--- src/rtl/wb_stage.sv ---
// Write-back stage: picks the register-file write value, formats loads,
// and keeps a one-cycle WB->ID bypass register plus a retired-instruction count.
module wb_stage #(
    parameter int XLEN       = 32,
    parameter int REG_ADDR_W = 5,
    parameter int CNT_W      = 64
) (
    input  logic                  clk,
    input  logic                  rst_n,
    input  logic                  wb_valid,
    input  logic [XLEN-1:0]       alu_result,
    input  logic [XLEN-1:0]       mem_data,
    input  logic                  mem_to_reg,
    input  logic                  jump_link,
    input  logic [XLEN-1:0]       pc_plus4,
    input  logic [1:0]            load_size,
    input  logic                  load_unsigned,
    input  logic [1:0]            byte_off,
    input  logic                  reg_write,
    input  logic [REG_ADDR_W-1:0] rd,
    output logic [XLEN-1:0]       write_data,
    output logic                  rf_we,
    output logic [REG_ADDR_W-1:0] rf_waddr,
    output logic                  byp_valid,
    output logic [REG_ADDR_W-1:0] byp_rd,
    output logic [XLEN-1:0]       byp_data,
    output logic [CNT_W-1:0]      instret
);

    logic [7:0]      load_byte;
    logic [15:0]     load_half;
    logic [XLEN-1:0] load_fmt;

    always_comb begin
        load_byte = 8'h00;
        case (byte_off)
            2'd0:    load_byte = mem_data[7:0];
            2'd1:    load_byte = mem_data[15:8];
            2'd2:    load_byte = mem_data[23:16];
            default: load_byte = mem_data[31:24];
        endcase
        // halfword lane only depends on the upper offset bit
        load_half = byte_off[1] ? mem_data[31:16] : mem_data[15:0];
    end

    always_comb begin
        load_fmt = mem_data;
        case (load_size)
            2'b01:   load_fmt = {{(XLEN-8){~load_unsigned & load_byte[7]}}, load_byte};
            2'b10:   load_fmt = {{(XLEN-16){~load_unsigned & load_half[15]}}, load_half};
            default: load_fmt = mem_data;
        endcase
    end

    always_comb begin
        if (jump_link)
            write_data = pc_plus4;
        else if (mem_to_reg)
            write_data = load_fmt;
        else
            write_data = alu_result;
    end

    assign rf_we    = wb_valid & reg_write & (rd != '0);
    assign rf_waddr = rd;

    always_ff @(posedge clk or negedge rst_n) begin
        if (!rst_n) begin
            byp_valid <= 1'b0;
            byp_rd    <= '0;
            byp_data  <= '0;
        end else begin
            byp_valid <= rf_we;
            byp_rd    <= rd;
            byp_data  <= write_data;
        end
    end

    // counts every live instruction, including x0 and non-writing ones
    always_ff @(posedge clk or negedge rst_n) begin
        if (!rst_n)
            instret <= '0;
        else if (wb_valid)
            instret <= instret + 1'b1;
    end

endmodule

--- config.mk ---
export PLATFORM = sky130hd
export DESIGN_NAME = wb_stage
export DESIGN_NICKNAME = d
export VERILOG_FILES = /design/src/rtl/wb_stage.sv
export SDC_FILE = /design/constraint.sdc
export NUM_CORES = 1
export LEC_CHECK = 0
export CAP_MARGIN = 20
export CORE_AREA = 2 2 96 144
export CTS_BUF_LIST = sky130_fd_sc_hd__clkbuf_16
export CTS_CLUSTER_SIZE = 40
export DETAILED_ROUTE_END_ITERATION = 7
export DIE_AREA = 0 0 98 146
export PLACE_DENSITY = 0.81
export SLEW_MARGIN = 20
export SYNTH_ARGS = -nofsm -noshare
export SYNTH_HDL_FRONTEND = slang
export SYNTH_SLANG_ARGS = --single-unit
--- constraint.sdc ---
create_clock -name clk -period 2.9 [get_ports clk]
set_input_delay 0.58 -clock clk [delete_from_list [all_inputs] [get_ports clk]]
set_output_delay 0.58 -clock clk [all_outputs]
set_load 0.1 [all_outputs]
Word-level counts from Yosys, hierarchy flattened
Index checks and enable logic that the tools add are counted.
Storage, ports and cells
  flip-flop bits (word level): 102
  latch bits: 0
  memory bits (writable): 0
  memory bits (read-only): 0
  bits of input ports: 112
  output and inout port bits: 140
  word-level logic and storage cells: 21
  memories kept: 0
Operators by class
  add/subtract/negate cells: 1
  multiply operators: 0
  divide/modulo/power cells: 0
  magnitude comparators: 0
  equal/unequal tests: 4
  shift operators: 0
  multiplexer cells: 5
  bitwise operators: 5
  reduce and logical (&&, ||, !) cells: 2
Operators with widths (count)
  $add 64x1->64 const B: 1
  $mux 32: 2
  $pmux 32 s2: 1
  $pmux 8 s3: 1
  $mux 16: 1
  $reduce_bool 5->1: 1
  $and 1x1->1: 4
  $eq 2x1->1 const B: 2
  $eq 2x2->1 const B: 2
  $logic_not 2->1: 1
  $not 1->1: 1

Logic depth before layout (Yosys ltp)
  depth after elaboration: 6
  mapped depth: 8
  gate-level depth less buffers: 7

Worst setup path after synthesis
OpenSTA, ideal clock, no wires.
  path type: input to output
  start point: input load_size[0]
  end point: output write_data[21]
  arrival: 4.031 ns
  slack: -1.711 ns
  stages on the path: 8
  path buffers: 2
  cell sequence: inv_1 > ha_1 > or2_2 > clkbuf_1 > clkbuf_1 > nand3_1 > o21ai_0 > o31ai_1
On the way
  word-level cells in the longest chain between the ends: 4
RTL lines
  start, declared: RTL line 16  | input logic [1:0] load_size,
  $eq 2x2->1 / $eq 2x1->1 (equally long branches): RTL line 48  | case (load_size)
  $pmux 32 s2 *: RTL line 48
  $mux 32 *: RTL line 58  | else if (mem_to_reg)
  $mux 32 *: RTL line 56  | if (jump_link)
  end, declared: RTL line 21  | output logic [XLEN-1:0] write_data,
Mark *: on every way between the ends. The rest lies on a longest branch, timed or not.

Final worst setup path
  start point: input mem_data[15]
  end point: output write_data[15]
On the way
  word-level cells in the longest chain between the ends: 5
RTL lines
  start, declared: RTL line 12  | input logic [XLEN-1:0] mem_data,
  $pmux 8 s3: RTL line 36  | case (byte_off)
  $and 1x1->1: RTL line 49  | 2'b01: load_fmt = {{(XLEN-8){~load_unsigned & load_byte[7]}}, load_byte};
  $pmux 32 s2 *: RTL line 48
  $mux 32 *: RTL line 58
  $mux 32 *: RTL line 56
Marks and branches as above.

==> impl_metrics.toml <==
[layout]
diodes = 0
drive_gt1_share_pct = 34.7
nets = 936
area_growth_pct = 69.4
fin_area_sq_mm = 0.00916

[floorplan]
core_area_sq_mm = 0.0130
die_y_microns = 146
ioPinCount = 252
die_area_sq_mm = 0.0143
num_rows = 51
die_w_microns = 98
initial_core_util_pct = 41.8

[sta]
relSlewSlack_pct = 60.4
hold_viol_final = 0
period_share_pct = 97.9
worst_slew_pin_slew_ps = 594
max_freq_mhz = 352
rsz0062_at_grt = "yes"
skew_ps = 9.18
fin_hold_ws_ps = 229
drv_slew = 0
fin_crit_ps = 2840
finalSetupViolations = 0

[clock_network]
insertion_delay_ps = 350
cts_max_level = 3
root_buffer = "clkbuf_16"
cts_buffers = 9
cts.sinks = 102
cts_tree = "built"
path_clk_slew_ps = 80
cts_max_path_buffers = 2

[hold_path]
hold_class = "in2async"

[setup_path]
end_kind = "primary output"
critical_path_class = "in2out"
crit_arrival_ps = 2260
crit_path_start_kind = "input pin"
crit_fanout = 8
crit_required_ps = 2320

[drt]
via_count = 5410
avgRoutedWirePerCell_microns = 19.5
ant_nets = 0
routed_wl_microns = 19200
dr.pass1.iters = 4
drt_iter0_drc = 189
drc = 0
via_per_inst = 5.49

[global_route]
track_usage_pct = 26.5
antenna_found_initial = 0
grt_pass1_vias = 5697
grt_pass1_wl_microns = 30200
grt_max_degree = 47
grt-ovfl-total = 0

[logic_synthesis]
yosysWarnings = 0
synth_cell_type_count = 48
synth_edf_count = 0
syn_nets = 672
synth-async-reset-ratio_pct = 100
syn_inst = 557
syn_area_per_cell_sq_um = 9.71
ys_ff_latch = 102
ys.flop_type = "dfrtp_1"
seq_area_frac_synth_pct = 47.2
synth_area_sq_mm = 0.00541

[placed_design]
portBuffers = 251
hpwl_microns = 14800
dpl_cell_area_sq_mm = 0.00862
gp_congestion = 0.929

[job]
cap_violations = 0

[pwr]
internal_power_w = 0.00280
ir_worst_vdd_v = 0.000379
power_frac_comb_pct = 44.5
p_leak_nw = 4.19
seqPwrFrac_pct = 31.8
switchingPower_w = 0.00223
pwr-share-clk_pct = 23.7
switching_share_pct = 44.4
p_per_area_mw_per_mm2 = 548

[outcome]
outcome = "complete, no violations"
final timing paths:
kind,depth (start not counted),to,slack (ps),start
max,7,write_data[15],60,mem_data[15]
max reg2reg,6,instret[50],840,instret[0]
min in group clk,1,instret[63],470,instret[63]
min,1,instret[16],230,rst_n
max in group asynchronous,2,byp_rd[0],1820,rst_n
min reg2reg,1,instret[63],470,instret[63]
cell usage after synthesis, types with 2 or more instances:
master / count / share of area [%]
dfrtp_1: 102 / 47
nand2_1: 81 / 5.6
xnor2_1: 39 / 6.3
a21oi_1: 33 / 3.1
nand3_1: 32 / 3.0
o21ai_0: 31 / 2.9
inv_1: 25 / 1.7
xor2_1: 24 / 3.9
clkbuf_1: 18 / 1.2
nand4_1: 18 / 2.1
nor2_1: 16 / 1.1
o31ai_1: 16 / 2.2
nor3_1: 10 / 0.93
a221o_1: 8 / 1.5
a221oi_1: 8 / 1.3
a21o_1: 7 / 0.97
a2bb2oi_1: 7 / 1.1
buf_4: 7 / 0.97
nor2b_1: 7 / 0.81
o22ai_1: 7 / 0.81
and2_1: 4 / 0.46
and3_1: 4 / 0.46
buf_1: 4 / 0.28
nor4_2: 4 / 0.93
and4_1: 3 / 0.49
buf_2: 3 / 0.28
ha_1: 3 / 0.69
mux2_2: 3 / 0.62
nand2b_1: 3 / 0.35
nand4_2: 3 / 0.69
nand4_4: 3 / 1.2
nor3_2: 3 / 0.56
nor4_4: 3 / 1.2
and2_2: 2 / 0.28
and4_2: 2 / 0.37
nand2_2: 2 / 0.23
power by group through the flow:
stage                     clock network [W]  registers [W]  logic, W
after floorplan                           0        0.00232  0.000762
after global placement                    0        0.00162   0.00215
after detailed placement                  0        0.00163   0.00218
after CTS                           0.00122        0.00160   0.00223
after global routing                0.00128        0.00161   0.00231
final                               0.00119        0.00160   0.00224
routing by layer:
metal	global-route usage [%]	wire length [microns]
met1	28.0	6610
met4	9.17	626
met3	7.73	1560
met5	0	0
met2	49.5	10400
registers in the layout (all words and copies together), names as in the netlist:
register / count
instret: 64
byp_rd: 5
byp_data: 32
byp_valid: 1
placed cells by master (no fill, tap or decap), drive strengths merged, types with 3 or more instances in the layout:
cell	instances
nor4	8
nor2	16
clkbuf	10
mux2	3
nand2b	3
ha	3
and4	5
a21oi	33
o31ai	16
xnor2	39
dfrtp	102
clkdlybuf4s50	99
nor3	14
nor2b	7
o21ai	31
o22ai	7
clkinv	5
a221oi	8
xor2	24
and3	4
nand3	33
and2	6
a2bb2oi	7
dlygate4sd2	7
buf	175
nand2	83
a221o	8
nand4	24
a21o	7
inv	28
cell families (layout without fill, tap and decap cells):
family          after synthesis  count (layout)  synth area share [%]
fa+ha+maj                     3               3                 0.694
flops                       102             102                  47.2
mux                           5               5                  1.23
compound gates              120             120                  14.3
buf+inv                      58             326                  4.58
xor+xnor                     63              63                  10.2
simple gates                206             207                  21.8
cell type report:
class	instances	area (sq um)
clock buffer	9	225
clock inverter	7	67.6
fill	946	3790
inverter	26	97.6
multi-input combinational	398	3160
sequential	102	2550
tap	159	199
timing repair buffer	284	2870
metrics by stage:
stage                     utilization (%)  power [W]  worst slack, ps  instances  TNS [ps]
after global placement               66.5    0.00377             -328        961     -7840
after detailed placement             66.5    0.00380             -351        961     -8190
final                                70.7    0.00502             60.5        985         0
after CTS                            70.4    0.00505             2.44        981         0
after floorplan                         -    0.00308            -27.9        557      -239
after global routing                 70.7    0.00520           -0.117        985    -0.117
worst max-delay path, stage by stage:
cell and delay [ps]:
dlygate4sd2_1 270, mux4_2 490, nand2_2 90, o21a_4 220, a221oi_2 70, a221o_2 350, buf_12 180
repair_timing:
action                                  in CTS  in global routing
pin swaps                                   11                  1
resized for setup                           57                  9
hold buffers                                 0                  0
endpoints found under the setup margin      32                 25
gates cloned                                 2                  0
setup buffers                                2                  4
(Power assumes the default switching activity.)
